===== config.mk =====
export PLATFORM = sky130hd
export DESIGN_NAME = edge_event_arbiter
export DESIGN_NICKNAME = d
export VERILOG_FILES = /design/src/rtl/edge_event_arbiter.sv
export SDC_FILE = /design/constraint.sdc
export NUM_CORES = 1
export LEC_CHECK = 0
export BUFFER_PORTS_ARGS = -buffer_cell sky130_fd_sc_hd__buf_2
export CORE_MARGIN = 5
export CORE_UTILIZATION = 56
export DETAILED_ROUTE_END_ITERATION = 8
export MAX_ROUTING_LAYER = met4
export PLACE_DENSITY = 0.8
export SLEW_MARGIN = 20
export SYNTH_ARGS = -nofsm -noshare
export SYNTH_HDL_FRONTEND = slang
export SYNTH_SLANG_ARGS = --single-unit

===== constraint.sdc =====
create_clock -name smpl_clk -period 4.7 [get_ports smpl_clk]
set_clock_uncertainty 0.15 [all_clocks]
set_input_delay 0.47 -clock smpl_clk [delete_from_list [all_inputs] [get_ports smpl_clk]]
set_output_delay 0.47 -clock smpl_clk [all_outputs]
set_load 0.02 [all_outputs]

===== src/rtl/edge_event_arbiter.sv =====
// Edge event arbiter for the ACF sampling front end.
// Generates the shared sample-enable strobe from a programmable divider and
// counts those strobes as a timestamp. It latches rise/fall pulses from every
// edge detector into per-slot pending registers, and serves them round-robin
// onto one valid/ready event stream.
// Slot numbering: slot 2*ch is the rising edge of channel ch and slot 2*ch+1
// is its falling edge, so a rise is served before a fall of the same channel.

module edge_event_arbiter #(
   parameter int NCH   = 4,
   parameter int DIV_W = 16,
   parameter int TS_W  = 32,
   localparam int CH_W = (NCH > 1) ? $clog2(NCH) : 1
) (
   input  logic             smpl_clk,
   input  logic             resetn,
   input  logic             enable,
   input  logic [DIV_W-1:0] div,
   output logic             ce,
   input  logic [NCH-1:0]   rise,
   input  logic [NCH-1:0]   fall,
   output logic             ev_valid,
   input  logic             ev_ready,
   output logic [CH_W-1:0]  ev_chan,
   output logic             ev_pol,
   output logic [TS_W-1:0]  ev_ts,
   output logic             overflow,
   input  logic             ovf_clr
);

   localparam int NS   = 2 * NCH;
   localparam int SL_W = $clog2(NS);

   logic [DIV_W-1:0] div_cnt;
   logic             ce_d;
   logic [TS_W-1:0]  ts;
   logic [NS-1:0]    pending;
   logic [TS_W-1:0]  slot_ts [NS];
   logic [NS-1:0]    capture;
   logic [NS-1:0]    grant;
   logic [SL_W-1:0]  rr;
   logic [SL_W-1:0]  win;
   logic [SL_W:0]    scan_idx;
   logic             found;
   logic             load;
   logic             ovf_hit;

   // The compare is ">=" so that lowering div mid-count ends the period at
   // once instead of letting the counter run all the way round.
   assign ce = resetn & enable & (div_cnt >= div);

   // The output register may take a new event whenever it is empty or its
   // current event is being accepted this cycle.
   assign load = ~ev_valid | ev_ready;

   // Sample divider: counts while enabled and restarts on every strobe.
   always_ff @(posedge smpl_clk or negedge resetn) begin
      if (!resetn)
         div_cnt <= '0;
      else if (!enable || (div_cnt >= div))
         div_cnt <= '0;
      else
         div_cnt <= div_cnt + DIV_W'(1);
   end

   // Timestamp counts strobes, and ce_d marks the cycle when detector outputs are valid.
   always_ff @(posedge smpl_clk or negedge resetn) begin
      if (!resetn) begin
         ce_d <= 1'b0;
         ts   <= '0;
      end else begin
         ce_d <= ce;
         if (ce)
            ts <= ts + TS_W'(1);
      end
   end

   // Map detector pulses onto slots, but only in the cycle after a strobe.
   always_comb begin
      capture = '0;
      if (ce_d && enable) begin
         for (int c = 0; c < NCH; c++) begin
            capture[2*c]   = rise[c];
            capture[2*c+1] = fall[c];
         end
      end
   end

   // Round-robin search: first pending slot at or after rr, wrapping around.
   always_comb begin
      found    = 1'b0;
      win      = '0;
      scan_idx = '0;
      for (int k = 0; k < NS; k++) begin
         scan_idx = {1'b0, rr} + (SL_W+1)'(k);
         if (scan_idx >= (SL_W+1)'(NS))
            scan_idx = scan_idx - (SL_W+1)'(NS);
         if (!found && pending[scan_idx[SL_W-1:0]]) begin
            found = 1'b1;
            win   = scan_idx[SL_W-1:0];
         end
      end
   end

   // One-hot grant of the winner, valid only when the output register loads.
   always_comb begin
      grant = '0;
      if (load && found)
         grant[win] = 1'b1;
   end

   // A capture into a slot that is still occupied and not leaving this cycle is lost.
   assign ovf_hit = |(capture & pending & ~grant);

   // Pending slots: a capture refills a slot that is free or being granted, and a grant empties it.
   always_ff @(posedge smpl_clk or negedge resetn) begin
      if (!resetn) begin
         pending <= '0;
         for (int s = 0; s < NS; s++)
            slot_ts[s] <= '0;
      end else begin
         for (int s = 0; s < NS; s++) begin
            if (capture[s] && !(pending[s] && !grant[s])) begin
               pending[s] <= 1'b1;
               slot_ts[s] <= ts;
            end else if (grant[s]) begin
               pending[s] <= 1'b0;
            end
         end
      end
   end

   // Output register and round-robin pointer: payload changes only when the register loads.
   always_ff @(posedge smpl_clk or negedge resetn) begin
      if (!resetn) begin
         ev_valid <= 1'b0;
         ev_chan  <= '0;
         ev_pol   <= 1'b0;
         ev_ts    <= '0;
         rr       <= '0;
      end else if (load) begin
         if (found) begin
            ev_valid <= 1'b1;
            ev_chan  <= CH_W'(win >> 1);
            ev_pol   <= ~win[0];
            ev_ts    <= slot_ts[win];
            rr       <= (win == SL_W'(NS - 1)) ? '0 : win + SL_W'(1);
         end else begin
            ev_valid <= 1'b0;
         end
      end
   end

   // Sticky overflow flag: a new loss wins over a simultaneous clear.
   always_ff @(posedge smpl_clk or negedge resetn) begin
      if (!resetn)
         overflow <= 1'b0;
      else if (ovf_hit)
         overflow <= 1'b1;
      else if (ovf_clr)
         overflow <= 1'b0;
   end

endmodule


==> metrics.md, run 1 <==
| Metric | Value |
|---|---|
| Path depth of the worst reg2reg path | `15` |
| Buffer levels on the longest clock path | `3` |
| Remaining number of nets flagged by the antenna check after routing | `0` |
| Total congestion overflow after global routing | `0` |
| Type of the most critical hold path | `input port to register` |
| Worst-case vdd ir drop | `0.429 mV` |
| Final critical-path share of the clock period | `0.970` |
| Floorplan die height | `189 um` |
| First-pass GRT wire length | `67200 um` |
| Data arrival, critical path | `4.80 ns` |
| Starting utilization of the core area | `0.567` |
| Number of unique standard cell types used by synthesis | `67` |
| Met2 track demand over resource | `0.381` |
| TritonCTS buffer count | `37` |
| Dominant register cell in the synthesized netlist | `dfrtp_1` |
| Capturing point of the worst reg2reg path | `slot_ts[251]` |
| Setup slack, reg-to-reg | `0.14 ns` |
| Sink Count | `353` |
| Met3 track utilization from global routing | `0.0385` |
| Worst hold path cell count | `3` |
| Fraction of final layout cells with drive strength greater than 1 | `0.331` |
| CTS root buf | `clkbuf_16` |
| Number of flops mapped to enable cells by yosys | `0` |
| Number of cell rows | `65` |
| Later-pin clock latency in the skew report | `0.52 ns` |
| Post-synthesis to final-layout area growth | `10.8%` |
| Die Wd | `189 um` |
| WL final | `41700 um` |
| Hold path startpoint | `rise[2]` |
| Drt initial violations | `1081` |
| Net count after synthesis | `1517` |
| Proportion of synthesized flip-flops having asynchronous set or reset | `1.00` |
| Synthesized area per cell | `12.2 sq um` |
| DRC violation count after routing | `0` |
| Synthesis-stage register bit count | `353` |
| Final Net Count | `1548` |
| Top-level I/O count | `67` |
| Clock-pin slew on the worst setup and hold paths | `0.06 ns` |
| Minimum setup slack in the final design | `0.141 ns` |
| Worst setup EP type | `register` |
| Total number of yosys warnings | `0` |
| Overall die area | `35600 sq um` |
| Antenna violations before repair | `0` |
| Total leakage power | `0.0100 uW` |
| Combined area of all synthesized cells | `17900 sq um` |
| Element type at the critical path start | `register` |
| Final cell utilization of the core | `0.628` |
| Vias in the first global route | `12.3k` |
| Status | `completed` |
| Antenna diodes | `0` |
| CP Class | `register to register` |
| Count of input and output buffers | `66` |
| Hold EP | `pending[4]` |
| Highest achievable clock rate | `219 MHz` |
| Transition time at the pin with the least slew margin | `0.992 ns` |
| Post-Place Worst Slack | `0.120 ns` |
| Largest net degree at the start of global routing | `155` |
| Final critical-path required period | `4.56 ns` |
| Start of the worst register-to-register path | `rr[0]` |
| TritonRoute pass-1 iters | `7` |
| Largest fanout on the critical path | `32` |
| Fin. max-slew vios | `0` |
| Power density of the placed cells | `539 nW/um^2` |
| Per-cell via count in the routed design | `6.10` |
| Endpoints failing setup | `0` |
| Core region area | `31600 sq um` |
| # H-tree levels | `2` |
| Overall Global Routing Usage | `0.239` |
| Post-detailed-placement half-perimeter wirelength | `25400 um` |
| Most Crowded Layer GR | `met2` |
| Final Hold Viols | `0` |
| Via count | `11.7k` |
| Post-detailed-route wirelength per cell | `21.7 um` |
| Syn Inst Count | `1468` |
| GR Layer Usage met1 | `0.323` |
| Number of violations of the max-capacitance limit | `0` |
| Required time worst endpoint | `4.94 ns` |
| RD Place Congestion | `0.900` |
| Portion of the post-synthesis area used by sequential elements | `0.494` |
| Slew margin rel. | `0.339` |
| TritonCTS clock tree | `built` |
[worst max path at each step]
stage              endpoint  slack, ns  startpoint  cells after the start
6_report       slot_ts[251]       0.14       rr[0]                     15
2_1_floorplan  slot_ts[136]       0.20       rr[0]                     18
3_3_place_gp   slot_ts[147]       0.25       rr[1]                     14
3_5_place_dp   slot_ts[147]       0.12       rr[0]                     15
4_1_cts        slot_ts[155]       0.08       rr[0]                     15
5_1_grt        slot_ts[229]      -0.01       rr[0]                     15
[critical path, cell delays in order, from the launching register on]
cell	delay, ns
dfrtp_1	0.39
buf_12	0.21
ha_1	0.25
buf_4	0.18
mux2_2	0.34
a32oi_1	0.27
a32o_1	0.34
nand2_2	0.17
or4b_4	0.56
o31ai_4	0.20
buf_4	0.32
or3_1	0.15
nand2_1	0.09
nand3_2	0.13
buf_12	0.28
mux2_2	0.38
[cell usage in the layout (no fill, tap or decap), drive strengths merged, types with 5 or more instances in the layout]
cell    Yosys  routed
o21ai      41      41
nand2     120     120
xor2       34      34
nor2       91      91
inv        35      35
a211oi      9       9
nand2b      7       7
o221ai     12      12
a22oi      11      11
a211o      11      11
nor4       24      24
a21oi      41      41
nand4       6       6
mux2i      73      73
dfrtp     353     353
and3        6       6
mux2      314     314
a221o       8       8
nand3      30      30
buf        56     109
nor3       12      12
o211ai      5       5
ha         20      20
clkbuf     63      55
clkinv      1       6
a21o       12      12
mux4       13      13
a221oi      7       7
xnor2      15      15
and2        5       5
[stage by stage]
step / total power [uW] / hold WS (ns) / TNS, ns / instances / instance area (sq um)
final: 10700 / 0.0480 / 0 / 1923 / 19800
after global routing: 11200 / 0.0540 / -0.0249 / 1923 / 19800
after CTS: 10700 / 0.0276 / 0 / 1922 / 19800
after detailed placement: 7830 / 0.312 / 0 / 1860 / 18600
after global placement: 7770 / 0.310 / 0 / 1860 / 18600
after floorplan: 6610 / 0.0244 / 0 / 1468 / 17900
[cell type report]
type | instances | area, sq um
multi-input cells | 960 | 8350
clock buffers | 54 | 1090
fillers | 2359 | 11700
well taps | 402 | 503
repair buffers | 111 | 825
flip-flops and latches | 353 | 8830
clock inverters | 7 | 73.8
inverters | 36 | 135
[sequential cells by signal, summed over array words and instances (netlist names)]
name      flops
overflow      1
ts           32
ev_chan       2
ev_ts        32
ev_valid      1
rr            3
pending       8
slot_ts     256
ce_d          1
ev_pol        1
div_cnt      16
[synthesized netlist by cell type (4+ instances only)]
cell type  number  share of area
a211o_1        11         0.0054
a211oi_1        9         0.0038
a21o_1         12         0.0050
a21oi_1        41          0.011
a221o_1         8         0.0045
a221oi_1        6         0.0029
a22oi_1        11         0.0046
and2_1          5         0.0017
and3_1          6         0.0021
buf_1          11         0.0023
buf_2          15         0.0042
buf_4           9         0.0038
buf_6          19          0.012
clkbuf_1       63          0.013
dfrtp_1       353           0.49
ha_1           20          0.014
inv_1          35         0.0073
mux2_1         17          0.011
mux2_2        206           0.13
mux2_4         91          0.076
mux2i_1        73          0.041
mux4_2         13          0.016
nand2_1       115          0.024
nand2_2         4         0.0014
nand2b_1        7         0.0024
nand3_1        27         0.0076
nand4_1         6         0.0021
nor2_1         90          0.019
nor3_1         11         0.0031
nor4_1         24         0.0084
o211ai_1        5         0.0021
o21ai_0        32         0.0090
o21ai_1         9         0.0025
o221ai_1       12         0.0059
or3_1           4         0.0014
xnor2_1        15         0.0073
xor2_1         34          0.017
[cells by family (layout without fill, tap and decap cells)]
group | after synthesis | after routing | share of synthesized area
flops | 353 | 353 | 0.494
mux | 400 | 400 | 0.274
buf+inv | 155 | 208 | 0.0447
simple gates | 317 | 317 | 0.0824
compound gates | 174 | 174 | 0.0671
xor+xnor | 49 | 49 | 0.0240
fa+ha+maj | 20 | 20 | 0.0140
[per-layer routing]
layer	part of all wire	wire (um)
met4	0.025	1050
met2	0.48	20100
met3	0.051	2140
met1	0.44	18400
met5	0	0
[where the power goes]
part	leakage [uW]	switching, uW	internal (uW)	total (uW)
Combinational	0.00462	2900	1620	4520
Clock	0.000572	1160	1660	2820
Sequential	0.00484	136	3210	3340
[timing repair]
item	CTS	global route
hold buffers	1	0
gates resized for setup	0	6
hold endpoints to repair	76	0
setup buffers	0	0
endpoints found under the setup margin	0	171
No activity file was read; power rests on OpenSTA's default activity.
==> run 2: changes to the inputs <==
--- a/config.mk
+++ b/config.mk
@@ -6,11 +6,13 @@
 export NUM_CORES = 1
 export LEC_CHECK = 0
 export BUFFER_PORTS_ARGS = -buffer_cell sky130_fd_sc_hd__buf_2
+export CAP_MARGIN = 15
 export CORE_MARGIN = 5
-export CORE_UTILIZATION = 56
+export CORE_UTILIZATION = 44
+export CTS_BUF_LIST = sky130_fd_sc_hd__clkbuf_4
 export DETAILED_ROUTE_END_ITERATION = 8
 export MAX_ROUTING_LAYER = met4
-export PLACE_DENSITY = 0.8
+export PLACE_DENSITY = 0.66
 export SLEW_MARGIN = 20
 export SYNTH_ARGS = -nofsm -noshare
 export SYNTH_HDL_FRONTEND = slang
==> run 2 against run 1 <==
  * Sequential power is essentially flat
  * Combinational power is essentially flat
  * Cell area grew 1.6%
  * Non-clock buffer count grew 15
  * Worst hold slack gained 0.013 ns
  * Fmax grew 2.1%
  * Wire length grew 2.4%
  * Critical path type unchanged
  * Largest cell class unchanged
  * Highest routed layer unchanged
==> metrics.md, run 2 (same netlist as run 1, synthesis figures left out) <==
| Metric | Value |
|---|---|
| Register containing the most flip-flops in the final layout | `slot_ts` |
| Required time worst endpoint | `5.19 ns (+0.25 ns)` |
| Power share of the sequential group | `0.315 (+0.002)` |
| Largest fanout on the critical path | `32 (unchanged)` |
| Overall die area | `44800 sq um (+26%)` |
| Count of input and output buffers | `66 (unchanged)` |
| Most common cell after layout, fill and taps aside | `dfrtp_1` |
| Most Crowded Layer GR | `met2` |
| Status | `completed` |
| Met2 track demand over resource | `0.307 (-0.0740)` |
| # H-tree levels | `3 (+1)` |
| First-pass GRT wire length | `69300 um (+3.2%)` |
| Drt initial violations | `704 (-35%)` |
| Top-level I/O count | `67 (unchanged)` |
| Type of the most critical hold path | `input port to async pin` |
| Number of cell rows | `73 (+12%)` |
| Floorplan die height | `212 um (+12%)` |
| Max FFs per register | `256 (unchanged)` |
| Fraction of final layout cells with drive strength greater than 1 | `0.367 (+0.0354)` |
| Path depth of the worst reg2reg path | `15 (unchanged)` |
| Endpoints failing setup | `0 (unchanged)` |
| Starting utilization of the core area | `0.447 (-0.120)` |
| Worst setup EP type | `register` |
| Buffer levels on the longest clock path | `3 (unchanged)` |
| Commonest non-fill, non-tap cells in the layout | `dfrtp_1, mux2_2, clkbuf_4, nand2_1, mux2_4` |
| Antenna violations before repair | `1 (+1)` |
| Final Hold Viols | `0 (unchanged)` |
| Total negative slack | `0 ns (unchanged)` |
| GR Layer Usage met1 | `0.272 (-0.0502)` |
| Via count | `11.8k (+0.98%)` |
| TritonCTS clock tree | `built` |
| Worst Hold Margin | `0.0613 ns (+0.0134 ns)` |
| Setup slack, reg-to-reg | `0.24 ns (+0.09 ns)` |
| Data arrival, critical path | `4.95 ns (+0.15 ns)` |
| Highest achievable clock rate | `224 MHz (+2.1%)` |
| Sink Count | `353 (unchanged)` |
| Clock-pin slew on the worst setup and hold paths | `0.07 ns (about the same)` |
| Vias in the first global route | `12.5k (+2.1%)` |
| TritonCTS buffer count | `93 (+150%)` |
| WL final | `42700 um (+2.4%)` |
| Overall Global Routing Usage | `0.199 (-0.0395)` |
| RD Place Congestion | `0.873 (-2.9%)` |
| Total leakage power | `0.0102 uW (+2.0%)` |
| Fin. max-slew vios | `0 (unchanged)` |
| Start of the worst register-to-register path | `rr[0]` |
| Final critical-path share of the clock period | `0.950 (-0.0201)` |
| Met3 track utilization from global routing | `0.0304 (-0.00815)` |
| Switch share | `0.403 (+0.00973)` |
| Core region area | `40000 sq um (+27%)` |
| Number of filler cells placed in the layout | `3580 (+52%)` |
| Largest net degree at the start of global routing | `144 (-7.1%)` |
| Unrepaired setup endpoints after global routing | `false` |
| Post-detailed-placement half-perimeter wirelength | `26000 um (+2.6%)` |
| CTS root buf | `clkbuf_4` |
| Capturing point of the worst reg2reg path | `slot_ts[77]` |
| Portion of total power attributed to the clock network | `0.259 (-0.005)` |
| DRC violation count after routing | `0 (unchanged)` |
| CP Class | `register to register` |
| Element type at the critical path start | `register` |
| Internal portion of total power | `6360 uW (-2.0%)` |
| Worst-case vdd ir drop | `0.575 mV (+34%)` |
| Combinational share of power | `0.426 (+0.003)` |
| Power density of the placed cells | `529 nW/um^2 (-1.9%)` |
| Total congestion overflow after global routing | `0 (unchanged)` |
| Post-synthesis to final-layout area growth | `12.5%` |
| Slew margin rel. | `0.233 (-0.106)` |
| Registers with the most flip-flops | `slot_ts x256, ev_ts x32, ts x32` |
| Die Wd | `212 um (+12%)` |
| Post-detailed-route wirelength per cell | `19.8 um (-8.9%)` |
| Number of violations of the max-capacitance limit | `0 (unchanged)` |
| Per-cell via count in the routed design | `5.48 (-10%)` |
| TritonRoute pass-1 iters | `7 (unchanged)` |
| Remaining number of nets flagged by the antenna check after routing | `0 (unchanged)` |
| Final Net Count | `1619 (+4.6%)` |
| Later-pin clock latency in the skew report | `0.77 ns (+0.25 ns)` |
| Final critical-path required period | `4.46 ns (-0.0945 ns)` |
| Psw | `4290 uW (+2.1%)` |
| Transition time at the pin with the least slew margin | `1.14 ns (+0.152 ns)` |
## run 2: worst max-delay path: stages, from the launching register on
cell,delay [ns]
dfrtp_1,0.39
buf_4,0.21
ha_1,0.26
buf_4,0.18
and2_1,0.15
a221oi_1,0.37
a32o_1,0.34
nand2_2,0.08
or4b_4,0.53
o31ai_4,0.16
buf_6,0.30
nand2b_1,0.25
o21ai_1,0.12
nand3_2,0.13
buf_12,0.29
mux2_2,0.37
## run 2: metrics by stage
step | area, sq um | power, uW | std cells | utilization | setup WS, ns
after floorplan | 17900 | 6610 | 1468 | - | 0.198
after global placement | 18700 | 7880 | 1989 | 0.469 | 0.0460
after detailed placement | 18800 | 7900 | 1990 | 0.469 | 0.0443
after CTS | 20100 | 10700 | 2161 | 0.502 | 0.0289
after global routing | 20100 | 11300 | 2162 | 0.503 | 0.0135
final | 20100 | 10600 | 2162 | 0.503 | 0.236
## run 2: repair_timing
item / in CTS / in global routing
setup buffers: 0 / 0
endpoints found under the hold margin: 63 / 0
endpoints found under the setup margin: 0 / 237
gates resized for setup: 0 / 11
hold buffers: 10 / 0
## run 2: power groups by stage
stage / clock network (uW) / logic (uW) / registers (uW)
3_5_place_dp: 0 / 4490 / 3410
5_1_grt: 3010 / 4870 / 3370
4_1_cts: 2860 / 4500 / 3350
6_report: 2750 / 4540 / 3360
3_3_place_gp: 0 / 4480 / 3410
2_1_floorplan: 0 / 3160 / 3450
## run 2: cell type report
type / count / area, sq um / share of cell area
repair buffers: 126 / 937 / 0.0466
flip-flops and latches: 353 / 8830 / 0.439
inverters: 36 / 135 / 0.00672
multi-input cells: 960 / 8340 / 0.415
diodes: 1 / 2.50 / 0.000124
clock inverters: 31 / 240 / 0.0119
clock buffers: 130 / 976 / 0.0485
well taps: 525 / 657 / 0.0326
## run 2: worst max path at each step
stage | from | endpoint | depth (start not counted)
finish | rr[0] | slot_ts[77] | 15
global route | rr[0] | ev_ts[3] | 15
CTS | rr[0] | ev_ts[18] | 14
detailed placement | rr[0] | ev_ts[18] | 14
global placement | rr[0] | ev_ts[18] | 14
floorplan | rr[0] | slot_ts[136] | 18
## run 2: layer usage
layer	up-vias	part of all wire
met5	-	0
met4	0	0.022
met3	78	0.038
met2	235	0.46
met1	6069	0.48
li1	5466	-
==> run 3: changes to the inputs <==
--- a/config.mk
+++ b/config.mk
@@ -13,6 +13,7 @@
 export DETAILED_ROUTE_END_ITERATION = 8
 export MAX_ROUTING_LAYER = met4
 export PLACE_DENSITY = 0.66
+export SETUP_SLACK_MARGIN = 0.3
 export SLEW_MARGIN = 20
 export SYNTH_ARGS = -nofsm -noshare
 export SYNTH_HDL_FRONTEND = slang
==> run 3 against run 2 <==
  * First-iteration DRC count increased by 11%
  * Wire length increased by 4.9%
  * Largest power group unchanged
  * Fmax increased by 3.3%
  * Final cell count increased by 0.46%
  * Highest routed layer unchanged
  * Critical path depth decreased by 1
  * Flip-flop and latch count unchanged
  * Count of clock-buffer cells in the layout increased by 13
  * Sequential share of layout area decreased by 0.58 points
  * Core utilization increased by 0.67 points
  * Sequential power about the same
==> metrics.md, run 3 (same netlist as run 1, synthesis figures left out) <==
| Metric | Value |
|---|---|
| Most common cell after layout, fill and taps aside | `dfrtp_1` |
| Post-detailed-route wirelength per cell | `20.6 um (+4.5%)` |
| Final cell utilization of the core | `0.510 (+0.00669)` |
| Largest net degree at the start of global routing | `161 (+12%)` |
| Final critical-path required period | `4.32 ns (-0.142 ns)` |
| Vias in the first global route | `12.6k (+0.41%)` |
| Final Hold Viols | `0 (unchanged)` |
| Number of filler cells placed in the layout | `3547 (-0.92%)` |
| Cell with the biggest individual delay on the critical path | `or4b_4` |
| Type of the most critical hold path | `input port to async pin` |
| Worst-case vdd ir drop | `0.414 mV (-28%)` |
| Final critical-path share of the clock period | `0.920 (-0.0303)` |
| Floorplan die height | `212 um (unchanged)` |
| TritonRoute pass-1 iters | `5 (-2)` |
| Area of the multi-input gates | `8440 sq um (+1.2%)` |
| Endpoints failing setup | `0 (unchanged)` |
| Total Power Consumption | `11000 uW (+3.3%)` |
| Status | `completed` |
| Antenna violations before repair | `1 (unchanged)` |
| Drt initial violations | `781 (+11%)` |
| Met3 track utilization from global routing | `0.0378 (+0.00741)` |
| Total leakage power | `0.0104 uW (+1.2%)` |
| Fin. max-slew vios | `0 (unchanged)` |
| Final Net Count | `1639 (+1.2%)` |
| Via count | `12.1k (+2.3%)` |
| Worst setup EP type | `register` |
| Per-cell via count in the routed design | `5.58 (+1.8%)` |
| Later-pin clock latency in the skew report | `0.75 ns (-0.02 ns)` |
| Worst Hold Margin | `0.157 ns (+0.0958 ns)` |
| TritonCTS clock tree | `built` |
| Count of input and output buffers | `66 (unchanged)` |
| CP Class | `register to register` |
| GR Layer Usage met1 | `0.282 (+0.0101)` |
| Crit path buffers/inverters | `5 (+1)` |
| First-pass GRT wire length | `70600 um (+1.9%)` |
| Slew margin rel. | `0.400 (+0.167)` |
| Total negative slack | `0 ns (unchanged)` |
| Highest achievable clock rate | `231 MHz (+3.3%)` |
| Cell Chain, Critical Path | `buf_6, mux2_2, mux4_2, nor3b_4, nand2_4, or4b_4, o31ai_4, buf_12, buf_8, o31ai_1, buf_4, nand3_4, clkbuf_16, mux2_2` |
| Commonest non-fill, non-tap cells in the layout | `dfrtp_1, mux2_2, clkbuf_4, nand2_1, mux2_4` |
| Unrepaired setup endpoints after global routing | `true` |
| Total congestion overflow after global routing | `0 (unchanged)` |
| Register containing the most flip-flops in the final layout | `slot_ts` |
| Transition time at the pin with the least slew margin | `0.901 ns (-0.244 ns)` |
| Area occupied by registers | `8830 sq um (unchanged)` |
| Data arrival, critical path | `4.78 ns (-0.17 ns)` |
| Buffer levels on the longest clock path | `3 (unchanged)` |
| Max FFs per register | `256 (unchanged)` |
| Dpl cell area | `18800 sq um (+0.11%)` |
| Longest individual stage delay on the worst path | `0.58 ns (+0.05 ns)` |
| Number of violations of the max-capacitance limit | `0 (unchanged)` |
| Fraction of final layout cells with drive strength greater than 1 | `0.381 (+0.0142)` |
| Remaining number of nets flagged by the antenna check after routing | `0 (unchanged)` |
| TritonCTS buffer count | `95 (+2.2%)` |
| Number of cell rows | `73 (unchanged)` |
| Overall Global Routing Usage | `0.203 (+0.00348)` |
| # H-tree levels | `3 (unchanged)` |
| Die Wd | `212 um (unchanged)` |
| Core region area | `40000 sq um (unchanged)` |
| RD Place Congestion | `0.852 (-2.4%)` |
| Required time worst endpoint | `5.15 ns (-0.04 ns)` |
| Post-detailed-placement half-perimeter wirelength | `26100 um (+0.18%)` |
| Element type at the critical path start | `register` |
| Family with the most delay on the worst path | `multiplexers` |
| Largest fanout on the critical path | `17 (-47%)` |
| Most used cell along the critical path | `mux2_2` |
| Clock-pin slew on the worst setup and hold paths | `0.06 ns (about the same)` |
| Top-level I/O count | `67 (unchanged)` |
| Overall die area | `44800 sq um (unchanged)` |
| Post-Layout Inst Area | `20400 sq um (+1.3%)` |
| CTS root buf | `clkbuf_4` |
| WL final | `44800 um (+4.9%)` |
| Sink Count | `353 (unchanged)` |
| Most Crowded Layer GR | `met2` |
| Post-synthesis to final-layout area growth | `14.0%` |
| Power density of the placed cells | `539 nW/um^2 (+2.0%)` |
| Starting utilization of the core area | `0.447 (unchanged)` |
| Registers with the most flip-flops | `slot_ts x256, ev_ts x32, ts x32` |
| Setup slack, reg-to-reg | `0.38 ns (+0.14 ns)` |
| Met2 track demand over resource | `0.304 (-0.00275)` |
| DRC violation count after routing | `0 (unchanged)` |
## run 3: worst register-to-register path, delay by kind of cell (launching register included)
kind,cells,cell delay (ns)
buffers and inverters,5,0.99
AND/OR/NAND/NOR,4,1.16
multiplexers,3,1.29
AO/OA/AOI/OAI,2,0.21
flip-flops,1,0.39
## run 3: per-layer routing
layer | wire length (um) | vias to the layer above
li1 | - | 5513
met1 | 20700 | 6201
met2 | 20700 | 336
met3 | 2520 | 68
met4 | 884 | 0
met5 | 0 | -
## run 3: area by class of cell
class | count | area share
Antenna cell | 1 | 0.000123
Clock inverter | 10 | 0.00184
Timing Repair Buffer | 143 | 0.0593
Multi-Input combinational cell | 961 | 0.414
Inverter | 36 | 0.00663
Sequential cell | 353 | 0.433
Tap cell | 525 | 0.0322
Clock buffer | 143 | 0.0526
## run 3: what timing repair did
item                                   CTS  global route
buffers inserted                         1            13
setup endpoints to repair              250           275
gates resized for setup                  9            21
gates cloned                             2             5
endpoints found under the hold margin   74             0
pin swaps                                1             8
hold buffers                            11             0
## run 3: final timing paths
path                       cells after the start      start           end
min in group smpl_clk                          3     enable    div_cnt[4]
min                                            2     resetn   slot_ts[19]
max reg2reg                                   14      rr[0]  slot_ts[203]
min reg2reg                                    2  ev_ts[11]     ev_ts[11]
max                                           14      rr[0]  slot_ts[203]
max in group asynchronous                      3     resetn  slot_ts[255]
## run 3: per-stage QoR
step	setup WS (ns)	instances
floorplan	0.315	1468
global placement	0.122	1985
detailed placement	0.0838	1986
CTS	0.315	2153
global route	0.234	2172
finish	0.378	2172
## run 3: report_power, final
group | switching (uW) | total (uW) | internal, uW
registers | 156 | 3360 | 3210
logic | 3090 | 5050 | 1960
clock network | 1230 | 2590 | 1360
